===== src/rtl/board_init_if.sv =====
// Control and write-port bundle between the board initialiser and its
// environment.
interface board_init_if #(
  parameter int ADDR_W = 8,
  parameter int CELL_W = 2
);
  logic              start;
  logic [1:0]        mode;
  logic              hold;
  logic              busy;
  logic              done;
  logic              wren;
  logic [ADDR_W-1:0] addr;
  logic [CELL_W-1:0] data;

  modport master (input start, mode, hold, output busy, done, wren, addr, data);
  modport slave  (output start, mode, hold, input busy, done, wren, addr, data);
endinterface


===== src/rtl/board_init.sv =====
// Board memory initialiser: streams one fill pattern over a SIDE x SIDE board,
// one cell per unstalled cycle in ascending address order.
module board_init #(
  parameter int SIDE      = 10,
  parameter int CELL_W    = 2,
  parameter int ADDR_W    = 8,
  parameter int BASE_ADDR = 0
) (
  input logic          i_clock,
  input logic          i_reset,
  board_init_if.master io_bus
);
  // state | meaning
  // IDLE  | after reset, waiting for start
  // WRITE | issuing one cell write per cycle without hold
  // DONE  | pass complete, done held until the next start
  typedef enum logic [1:0] {S_IDLE, S_WRITE, S_DONE} state_t;

  localparam int RC_W = $clog2(SIDE);
  localparam logic [RC_W-1:0]   LAST  = RC_W'(SIDE - 1);
  localparam logic [RC_W-1:0]   C0    = RC_W'(SIDE / 2 - 1);
  localparam logic [RC_W-1:0]   C1    = RC_W'(SIDE / 2);
  localparam logic [CELL_W-1:0] EMPTY = CELL_W'(0);
  localparam logic [CELL_W-1:0] BLACK = CELL_W'(1);
  localparam logic [CELL_W-1:0] WHITE = CELL_W'(2);
  localparam logic [CELL_W-1:0] WALL  = CELL_W'(3);

  state_t            r_state, w_state_n;
  logic [RC_W-1:0]   r_row, r_col, w_row_n, w_col_n;
  logic [1:0]        r_mode, w_mode_n;
  logic              r_busy, r_done, r_wren, w_busy_n, w_done_n, w_wren_n;
  logic [ADDR_W-1:0] r_addr, w_addr_n, w_cell_addr;
  logic [CELL_W-1:0] r_data, w_data_n, w_pattern;
  logic              w_last, w_wall, w_diag, w_anti;

  assign w_last = (r_row == LAST) && (r_col == LAST);
  assign w_wall = (r_row == '0) || (r_row == LAST) || (r_col == '0) || (r_col == LAST);
  assign w_diag = ((r_row == C0) && (r_col == C0)) || ((r_row == C1) && (r_col == C1));
  assign w_anti = ((r_row == C0) && (r_col == C1)) || ((r_row == C1) && (r_col == C0));
  assign w_cell_addr = ADDR_W'(BASE_ADDR) + ADDR_W'(r_row) * ADDR_W'(SIDE) + ADDR_W'(r_col);

  // Mode 3 falls through to the plain clear pattern.
  always_comb begin
    w_pattern = EMPTY;
    if (w_wall) begin
      w_pattern = WALL;
    end else if (r_mode == 2'd1) begin
      if (w_diag)      w_pattern = WHITE;
      else if (w_anti) w_pattern = BLACK;
    end else if (r_mode == 2'd2) begin
      if (w_diag)      w_pattern = BLACK;
      else if (w_anti) w_pattern = WHITE;
    end
  end

  always_ff @(posedge i_clock) begin
    if (i_reset) begin
      r_state <= S_IDLE;
      r_row   <= '0;
      r_col   <= '0;
      r_mode  <= '0;
      r_busy  <= 1'b0;
      r_done  <= 1'b0;
      r_wren  <= 1'b0;
      r_addr  <= '0;
      r_data  <= '0;
    end else begin
      r_state <= w_state_n;
      r_row   <= w_row_n;
      r_col   <= w_col_n;
      r_mode  <= w_mode_n;
      r_busy  <= w_busy_n;
      r_done  <= w_done_n;
      r_wren  <= w_wren_n;
      r_addr  <= w_addr_n;
      r_data  <= w_data_n;
    end
  end

  always_comb begin
    w_state_n = r_state;
    case (r_state)
      S_IDLE, S_DONE: if (io_bus.start) w_state_n = S_WRITE;
      S_WRITE:        if (!io_bus.hold && w_last) w_state_n = S_DONE;
      default:        w_state_n = S_IDLE;
    endcase
  end

  always_comb begin
    w_row_n  = r_row;
    w_col_n  = r_col;
    w_mode_n = r_mode;
    w_busy_n = r_busy;
    w_done_n = r_done;
    w_wren_n = 1'b0;
    w_addr_n = r_addr;
    w_data_n = r_data;
    case (r_state)
      S_IDLE, S_DONE: begin
        if (r_state == S_DONE) begin
          w_busy_n = 1'b0;
          w_done_n = 1'b1;
        end
        if (io_bus.start) begin
          w_mode_n = io_bus.mode;
          w_row_n  = '0;
          w_col_n  = '0;
          w_busy_n = 1'b1;
          w_done_n = 1'b0;
        end
      end
      S_WRITE: begin
        if (!io_bus.hold) begin
          w_wren_n = 1'b1;
          w_addr_n = w_cell_addr;
          w_data_n = w_pattern;
          if (r_col == LAST) begin
            w_col_n = '0;
            w_row_n = r_row + 1'b1;
          end else begin
            w_col_n = r_col + 1'b1;
          end
        end
      end
      default: ;
    endcase
  end

  assign io_bus.busy = r_busy;
  assign io_bus.done = r_done;
  assign io_bus.wren = r_wren;
  assign io_bus.addr = r_addr;
  assign io_bus.data = r_data;
endmodule


===== src/flat_wrapper.sv =====
// flat-port wrapper written by rule: the top's interface ports become plain ports
module board_init_flat 
#(
  parameter int SIDE      = 10,
  parameter int CELL_W    = 2,
  parameter int ADDR_W    = 8,
  parameter int BASE_ADDR = 0
)
  (i_clock, i_reset, io_bus_start, io_bus_mode, io_bus_hold, io_bus_busy, io_bus_done, io_bus_wren, io_bus_addr, io_bus_data);
  board_init_if #(.ADDR_W(ADDR_W), .CELL_W(CELL_W)) io_bus_i ();
  input logic i_clock;
  input logic i_reset;
  input wire logic [$bits(io_bus_i.start)-1:0] io_bus_start;
  input wire logic [$bits(io_bus_i.mode)-1:0] io_bus_mode;
  input wire logic [$bits(io_bus_i.hold)-1:0] io_bus_hold;
  output wire logic [$bits(io_bus_i.busy)-1:0] io_bus_busy;
  output wire logic [$bits(io_bus_i.done)-1:0] io_bus_done;
  output wire logic [$bits(io_bus_i.wren)-1:0] io_bus_wren;
  output wire logic [$bits(io_bus_i.addr)-1:0] io_bus_addr;
  output wire logic [$bits(io_bus_i.data)-1:0] io_bus_data;
  assign io_bus_i.start = io_bus_start;
  assign io_bus_i.mode = io_bus_mode;
  assign io_bus_i.hold = io_bus_hold;
  assign io_bus_busy = io_bus_i.busy;
  assign io_bus_done = io_bus_i.done;
  assign io_bus_wren = io_bus_i.wren;
  assign io_bus_addr = io_bus_i.addr;
  assign io_bus_data = io_bus_i.data;
  board_init #(.SIDE(SIDE), .CELL_W(CELL_W), .ADDR_W(ADDR_W), .BASE_ADDR(BASE_ADDR)) u_core (.i_clock(i_clock), .i_reset(i_reset), .io_bus(io_bus_i));
endmodule

===== config.mk =====
export PLATFORM = sky130hd
export DESIGN_NAME = board_init_flat
export DESIGN_NICKNAME = d
export VERILOG_FILES = /design/src/rtl/board_init_if.sv /design/src/rtl/board_init.sv /design/src/flat_wrapper.sv
export SDC_FILE = /design/constraint.sdc
export NUM_CORES = 1
export LEC_CHECK = 0
export ABC_AREA = 1
export ABC_CLOCK_PERIOD_IN_PS = 6100
export CAP_MARGIN = 20
export CELL_PAD_IN_SITES_DETAIL_PLACEMENT = 0
export CELL_PAD_IN_SITES_GLOBAL_PLACEMENT = 1
export CORE_ASPECT_RATIO = 0.9
export CORE_MARGIN = 8
export CORE_UTILIZATION = 43
export DETAILED_ROUTE_END_ITERATION = 6
export GPL_ROUTABILITY_DRIVEN = 0
export PLACE_DENSITY = 0.94
export SKIP_CTS_REPAIR_TIMING = 1
export SYNTH_ARGS = -nofsm -noshare
export SYNTH_HDL_FRONTEND = slang
export SYNTH_SLANG_ARGS = --single-unit

===== constraint.sdc =====
create_clock -name i_clock -period 6.1 [get_ports i_clock]
set_input_delay 0.915 -clock i_clock [delete_from_list [all_inputs] [get_ports i_clock]]
set_output_delay 0.915 -clock i_clock [all_outputs]
set_load 0.05 [all_outputs]

* Word-level counts from Yosys, hierarchy flattened *
Index checks and enable logic that the tools add are counted.

word-level totals
  output and inout port bits = 13
  register bits = 25
  word-level logic and storage cells = 76

cells by class
  bitwise gates (word level) = 2
  $add $sub $neg = 3
  muxes and demuxes = 22
  eq/ne operators = 14
  multiply operators = 1
  reduce and logical (&&, ||, !) cells = 25

operators with widths
  operator               count
  $mux W4                5
  $eq A4 B3 Y1 const B   4
  $mux W2                8
  $pmux W4 S2            2
  $add A4 B1 Y4 const B  2
  $add A8 B4 Y8          1
  $eq A4 B4 Y1 const B   2
  $logic_not A4 Y1       2
  $reduce_and A2 Y1      4
  $mul A4 B3 Y7 const B  1
  $logic_and A1 B1 Y1    6
  $mux W1                6
  $logic_or A1 B1 Y1     5
  $eq A2 B1 Y1 const B   2
  $eq A2 B2 Y1 const B   2
  $ne A2 B1 Y1 const B   2
  $ne A2 B2 Y1 const B   2
  $pmux W2 S2            1
  $reduce_and A4 Y1      1
  $reduce_bool A2 Y1     2
  $reduce_or A2 Y1       2
  $reduce_and A3 Y1      1
  $logic_not A2 Y1       1
  $not A1 Y1             2
  $logic_not A1 Y1       1

* Logic depth before layout (Yosys ltp) *
Gate-level depths: netlist of run 1.

  word-level depth = 8
  depth in mapped cells = 10
  depth with buffers taken out = 10

* Worst setup path after synthesis of run 1 *
No wires, ideal clock.

  path type = reg2reg
  start = register u_core.r_row[1]
  end = register u_core.r_addr[7] (netlist: u_core.io_bus.addr[7])
  period minus slack after synthesis = 1,972 ps
  stages on the path, launching flop included = 11
  setup slack = 4,128 ps
  required time = 5,986 ps
  arrival = 1,859 ps
  buffers on the path = 0
  library setup time = 114 ps
  path through = dfxtp_1 > ha_1 > ha_1 > fa_1 > nand2_1 > inv_1 > nand3_1 > nand2_1 > nand2_1 > o21bai_1 > inv_1

on the way
  cells in the longest elaborated chain, start to end = 2

ends and longest elaborated chain
  what                    RTL line          text
  from (decl)             board_init.sv:29  logic [RC_W-1:0] r_row, r_col, w_row_n, w_col_n;
  from (signal assigned)  board_init.sv:69  r_row <= w_row_n;
  $mul A4 B3 Y7           board_init.sv:40  assign w_cell_addr = ADDR_W'(BASE_ADDR) + ADDR_W'(r_row) * ADDR_W'(SIDE) + ADDR_W'(r_col);
  $add A8 B4 Y8           board_init.sv:40
  to (signal assigned)    board_init.sv:75  r_addr <= w_addr_n;
  to (decl)               board_init.sv:32  logic [ADDR_W-1:0] r_addr, w_addr_n, w_cell_addr;

Every way passes these cells.
A chain may end at the register's enable or synchronous reset.

* Worst setup path after layout of run 1 *
  start = register u_core.r_data[0] (netlist: u_core.io_bus.data[0])
  end = output port io_bus_data[0]

RTL lines
  what                    RTL line            text
  from (decl)             board_init.sv:33    logic [CELL_W-1:0] r_data, w_data_n, w_pattern;
  from (signal assigned)  board_init.sv:76    r_data <= w_data_n;
  to (decl)               flat_wrapper.sv:20  output wire logic [$bits(io_bus_i.data)-1:0] io_bus_data;

No word-level cell between the ends.

==> impl_metrics.yaml, run 1 <==
pwr:
  power_per_cell_area_nw_per_um2: 198
  leakage_nw: 0.832
  final_total_pwr_w: 0.000356
  ir_worst_vdd_v: 0.000147
placement:
  number_of_port_buffers: 18
  place_ws_ns: 3.70
  hpwl_um: 2410
logic_synthesis:
  yosys.cell_types.count: 33
  synth_xor_area_share_pct: 3.40
  synth_simple_gate_area_share_pct: 28.9
  synth.mux.area_fraction_pct: 0
  synth_compound_gate_area_share_pct: 12.9
  postSynthAreaPerCell_um2: 7.65
  combinational_family_with_the_most_area_after_synthesis: "simple AND/OR/NAND/NOR gates"
  synth_seq_cells: 25
  syn_nets: 223
  ys_seq_area_share_pct: 32.4
  synthCells: 202
  synth_area_um2: 1550
  synth_adder_area_share_pct: 13.1
  synth_warnings: 0
timing:
  rsz0062_at_grt: "false"
  post-route-worst-setup-slack_ns: 3.76
  clock.fmax_ghz: 0.428
  max_slew_headroom_pct: 65.3
  worst-slew-pin-transition_ns: 0.520
  timing_max_transition_violations_final: 0
  timing.final.setup_violations: 0
  final_period_minus_worst_setup_slack_ns: 2.34
  post-route-period-util_pct: 38.3
  final_number_of_hold_violating_endpoints: 0
  fin_tns_setup_ns: 0
  finalHoldWorstSlack_ns: 0.485
  clock_skew_ns: 0.00843
global_routing:
  grt_max_degree: 18
  antenna_found_initial: 0
  global_route_wire_length_before_repair_um: 5580
  number_of_global_route_vias_before_repair: 1233
  total_global_routing_track_utilization_pct: 11.8
  globalRouteOverflowTotal: 0
finish:
  sequential_cell_area_um2: 500
  finalCoreUtilization_pct: 52.8
  num-fill-cells: 356
  area_growth_pct: 16.3
  finish.net_count: 242
  fraction_of_layout_cells_with_a_size_suffix_above_1_pct: 9.55
  antenna_cells: 0
  multiInputGateArea_um2: 901
setup_path:
  ff2ff_path_depth: 9
  critical_path.n_buffers_inverters: 1
  critical_path.top_delay_family: "buffers and inverters"
  worstPathRequired_ns: 5.18
  rrSetupSlack_ns: 3.86
  critPathKind: "flop to output port"
  max_stage_delay_ns: 0.80
  critical_path.reg2reg.startpoint: "u_core.r_row[3]$_SDFFE_PP0P_"
  crit_path_cell_trace: "clkdlybuf4s50_1"
  end_kind: "output port"
  setup.worst_path.start_class: "flop"
  rr_endpoint: "u_core.io_bus.addr[7]$_SDFFE_PP0P_"
  critical-path-slowest-cell: "clkdlybuf4s50_1"
  arrival_ns: 1.42
  timing.critical_path.fanout_max: 2
clock_network:
  clk-insertion-delay-late_ns: 0.27
  cts_tree: "built"
  cts_made_buffers: 3
  clock_tree.buffer_depth: 2
  root_buffer_master: "clkbuf_8"
  ctsHtreeMaxLevel: 1
  cts_sinks: 25
  cts.clk_slew.worst_paths_ns: 0.09
routing:
  avgViaCountPerCell: 4.75
  first_pass_iters: 4
  route.vias.total: 1255
  totalWireLength_um: 3140
  drt_drc_violations_left: 0
  dr.first_iter.drc_count: 88
  wire_per_inst_um: 11.9
  detail-route-antenna-nets: 0
floorplanning:
  rows: 20
  floorplan.core_area_um2: 3400
  die-width_um: 79.2
  initial_core_util_pct: 45.4
  die_h_um: 72.9
  io-pin-count: 19
  fp.dieArea_um2: 5770
worst_hold_path:
  hold_wc_path_type: "flop to flop"
  hold_path_depth: 2
  hp-start: "u_core.r_mode[1]$_SDFFE_PP0P_"
  min_to: "u_core.r_mode[1]$_SDFFE_PP0P_"
status:
  outcome: "finished clean"
run:
  timing.max_cap.violations: 0
-- through the flow --
stage / cells / area (um2)
after floorplan: 202 / 1550
after global placement: 260 / 1750
after detailed placement: 260 / 1750
after CTS: 264 / 1800
after global routing: 264 / 1800
final: 264 / 1800
-- state kept, by name (all words and copies together), names as in the netlist --
| register | count |
|---|---|
| u_core.io_bus.busy | 1 |
| u_core.io_bus.done | 1 |
| u_core.io_bus.addr | 8 |
| u_core.r_state | 2 |
| u_core.r_col | 4 |
| u_core.io_bus.data | 2 |
| u_core.r_row | 4 |
| u_core.io_bus.wren | 1 |
| u_core.r_mode | 2 |
-- worst max path at each step --
stage	start	to	slack, ns	depth (start not counted)
after CTS	u_core.io_bus.data[0]$_SDFFE_PP0P_	io_bus_data[0]	3.74	1
after global routing	u_core.r_row[3]$_SDFFE_PP0P_	u_core.io_bus.addr[7]$_SDFFE_PP0P_	3.65	9
final	u_core.io_bus.data[0]$_SDFFE_PP0P_	io_bus_data[0]	3.76	1
after floorplan	u_core.r_row[1]$_SDFFE_PP0P_	u_core.io_bus.addr[7]$_SDFFE_PP0P_	4.13	10
after detailed placement	i_reset	u_core.io_bus.addr[6]$_SDFFE_PP0P_	3.70	5
after global placement	i_reset	u_core.io_bus.addr[6]$_SDFFE_PP0P_	3.75	5
-- routing by layer --
metal  track usage, %  part of all wire [%]
met5                0                     0
met4             2.46                  0.51
met3             3.57                   4.1
met2             19.0                    45
met1             15.1                    51
-- area by class of cell --
class	count	area share, %
clock buffer	4	2.51
inverter	28	6.41
multi-input combinational	145	50.1
sequential	25	27.9
tap	44	3.06
timing repair buffer	18	10.0
-- cells in the mapped netlist --
| cell type | count | share of area [%] |
|---|---|---|
| a21oi_2 | 2 | 1.1 |
| nand2_4 | 3 | 2.2 |
| clkbuf_2 | 1 | 0.32 |
| ha_1 | 13 | 11 |
| inv_1 | 25 | 6.1 |
| nor3_1 | 2 | 0.65 |
| nand2_1 | 34 | 8.3 |
| buf_6 | 1 | 0.73 |
| xnor2_1 | 1 | 0.57 |
| nor2_2 | 2 | 0.81 |
| a21o_1 | 1 | 0.49 |
| inv_6 | 1 | 0.57 |
| nor3_2 | 1 | 0.65 |
| nand2_8 | 2 | 2.6 |
| buf_4 | 1 | 0.49 |
| nor2_1 | 25 | 6.1 |
| nor2_4 | 1 | 0.73 |
| inv_2 | 1 | 0.24 |
| o21ai_0 | 12 | 3.9 |
| clkinv_4 | 1 | 0.57 |
| o21ai_1 | 1 | 0.32 |
| fa_1 | 2 | 2.6 |
| xor2_1 | 5 | 2.8 |
| a211oi_2 | 1 | 0.81 |
| nand3_1 | 17 | 5.5 |
| o21a_1 | 1 | 0.49 |
| a21oi_1 | 12 | 3.9 |
| buf_2 | 1 | 0.32 |
| nand3_2 | 1 | 0.65 |
| o22ai_1 | 1 | 0.41 |
| o21bai_1 | 3 | 1.5 |
| dfxtp_1 | 25 | 32 |
| nand2_2 | 2 | 0.81 |
-- report_power, final --
part	internal (W)	switching, W
sequential	0.000172	0.00000656
clock	0.0000468	0.0000512
combinational	0.0000274	0.0000523
total	0.000246	0.000110
-- tightest hold or removal path, cell delays in order (launching register included) --
cell     delay [ns]
dfxtp_1        0.30
inv_1          0.08
a21oi_1        0.06
-- cells in the final DEF (no fill, tap or decap), types with 5 or more instances in the layout --
cell type        synthesis  layout
nand3_1                 17      17
inv_1                   25      25
clkdlybuf4s50_1          0      18
nand2_1                 34      34
ha_1                    13      13
o21ai_0                 12      12
xor2_1                   5       5
dfxtp_1                 25      25
a21oi_1                 12      12
nor2_1                  25      25
-- cells by family (layout without fill, tap and decap cells) --
logic type / after synthesis / count (layout)
AO/OA/AOI/OAI: 34 / 34
AND/OR/NAND/NOR: 90 / 90
flip-flops: 25 / 25
XOR/XNOR: 6 / 6
buffers and inverters: 32 / 50
adder cells (fa/ha/maj): 15 / 15
Power figures use the tool's default switching activity.
==> run 2: changes to the inputs <==
Settings changed: ABC_CLOCK_PERIOD_IN_PS 6100 to 2300, CORE_UTILIZATION 43 to 40, PLACE_DENSITY 0.94 to 0.89.
Clock period 6.1 ns to 2.3 ns, I/O delays scaled along.
==> impl_metrics.yaml, run 2 (synthesized netlist as in run 1, its figures left out) <==
routing:
  route.vias.total: 1298
  drt_drc_violations_left: 0
  avgViaCountPerCell: 4.81
  dr.first_iter.drc_count: 58
  totalWireLength_um: 3160
  wire_per_inst_um: 11.7
  detail-route-antenna-nets: 0
  first_pass_iters: 4
floorplanning:
  die_h_um: 75.0
  rows: 21
  floorplan.core_area_um2: 3700
  fp.dieArea_um2: 6110
  initial_core_util_pct: 41.7
  io-pin-count: 19
  die-width_um: 81.5
status:
  outcome: "finished clean"
timing:
  fin_tns_setup_ns: 0
  final_period_minus_worst_setup_slack_ns: 2.06
  worst-slew-pin-transition_ns: 0.506
  rsz0062_at_grt: "false"
  clock_skew_ns: 0.00511
  post-route-period-util_pct: 89.6
  clock.fmax_ghz: 0.485
  timing.final.setup_violations: 0
  timing_max_transition_violations_final: 0
  final_number_of_hold_violating_endpoints: 0
  max_slew_headroom_pct: 66.2
worst_hold_path:
  hold_path_depth: 2
  hold_wc_path_type: "flop to flop"
global_routing:
  grt_max_degree: 18
  antenna_found_initial: 0
  total_global_routing_track_utilization_pct: 11.2
  number_of_global_route_vias_before_repair: 1242
  globalRouteOverflowTotal: 0
  global_route_wire_length_before_repair_um: 5440
pwr:
  pwr-share-clk_pct: 28.0
  share_comb_of_total_power_pct: 22.8
  leakage_nw: 0.854
  power_report.internal_total_w: 0.000657
  power_switching_share_pct: 31.3
  net-switching-power_w: 0.000300
  ir_worst_vdd_v: 0.000401
  pwr-share-seq_pct: 49.3
  power_per_cell_area_nw_per_um2: 523
setup_path:
  max_stage_delay_ns: 0.41
  setup.worst_path.start_class: "flop"
  critical_path_cell_count: 9
  worstPathRequired_ns: 2.48
  critical-path-slowest-cell: "fa_1"
  crit_path_cell_trace: "ha_1 -> ha_1 -> fa_1 -> xor2_1 -> nand3_1 -> nand2_1 -> nand2_1 -> o21bai_1 -> inv_1"
  rrSetupSlack_ns: 0.24
  timing.critical_path.fanout_max: 6
  arrival_ns: 2.24
  end_kind: "flop"
  ff2ff_path_depth: 9
  critical_path.top_delay_family: "adder cells"
  critPathKind: "flop to flop"
  critical_path.n_buffers_inverters: 1
placement:
  detailed_place.area_um2: 1780
  number_of_port_buffers: 18
  placed_cells: 266
  hpwl_um: 2420
finish:
  finish.cell_count_without_fillers: 270
  antenna_cells: 0
  multiInputGateArea_um2: 901
  num-fill-cells: 368
  fraction_of_layout_cells_with_a_size_suffix_above_1_pct: 11.6
  sequential_cell_area_um2: 502
  final_common_cell: "nand2_1"
  area_growth_pct: 18.5
  final_cell_mix: "34 x nand2_1, 25 x inv_1, 25 x nor2_1"
  finish.net_count: 246
  finish.instance_area_um2: 1830
  finalCoreUtilization_pct: 49.4
  largest_reg_flops: 8
clock_network:
  clk-insertion-delay-late_ns: 0.27
  cts.clk_slew.worst_paths_ns: 0.09
  cts_sinks: 25
  clock_tree.buffer_depth: 2
  cts_tree: "built"
  ctsHtreeMaxLevel: 1
  root_buffer_master: "clkbuf_8"
  cts_made_buffers: 3
run:
  timing.max_cap.violations: 0
[run 2: changes by cell type in the layout (fill, tap and decap cells not counted)]
cell	change
dfxtp_2	+1
buf_4	+4
dfxtp_1	-1
[run 2: worst paths after layout]
kind,startpoint,endpoint
worst min register to register,u_core.io_bus.busy$_SDFFE_PP0P_,u_core.io_bus.busy$_SDFFE_PP0P_
worst min-delay path,u_core.io_bus.busy$_SDFFE_PP0P_,u_core.io_bus.busy$_SDFFE_PP0P_
worst max-delay path,u_core.r_row[1]$_SDFFE_PP0P_,u_core.io_bus.addr[7]$_SDFFE_PP0P_
worst max register to register,u_core.r_row[1]$_SDFFE_PP0P_,u_core.io_bus.addr[7]$_SDFFE_PP0P_
[run 2: worst register-to-register path, cell delays in order (launching register included)]
cell      delay (ns)
dfxtp_2         0.36
ha_1            0.31
ha_1            0.24
fa_1            0.41
xor2_1          0.24
nand3_1         0.13
nand2_1         0.08
nand2_1         0.04
o21bai_1        0.12
inv_1           0.05
[run 2: layout make-up]
cell class / instances / area share [%]
Clock buffer: 4 / 2.46
Inverter: 28 / 6.29
Multi-Input combinational cell: 145 / 49.2
Sequential cell: 25 / 27.4
Tap cell: 46 / 3.14
Timing Repair Buffer: 22 / 11.5
[run 2: layer usage]
layer  GRT usage [%]  up-vias  wire length, um
met1            14.9      578             1670
met4            5.94        0               64
li1                -      699                -
met5               0        -                0
met3            1.55        4               64
met2            17.0       17             1360
[run 2: through the flow]
| stage | total power (W) | worst slack, ns | hold slack [ns] |
|---|---|---|---|
| after floorplan | 0.000638 | 0.328 | 0.449 |
| after global placement | 0.000699 | 0.249 | 0.469 |
| after global routing | 0.000998 | 0.0796 | 0.528 |
| after detailed placement | 0.000700 | 0.211 | 0.479 |
| final | 0.000957 | 0.239 | 0.494 |
| after CTS | 0.000964 | 0.173 | 0.491 |
[run 2: power groups by stage]
stage,registers [W],clock network (W),logic (W)
finish,0.000471,0.000268,0.000218
global route,0.000475,0.000285,0.000237
CTS,0.000471,0.000273,0.000219
detailed placement,0.000481,0,0.000219
global placement,0.000481,0,0.000218
floorplan,0.000527,0,0.000112
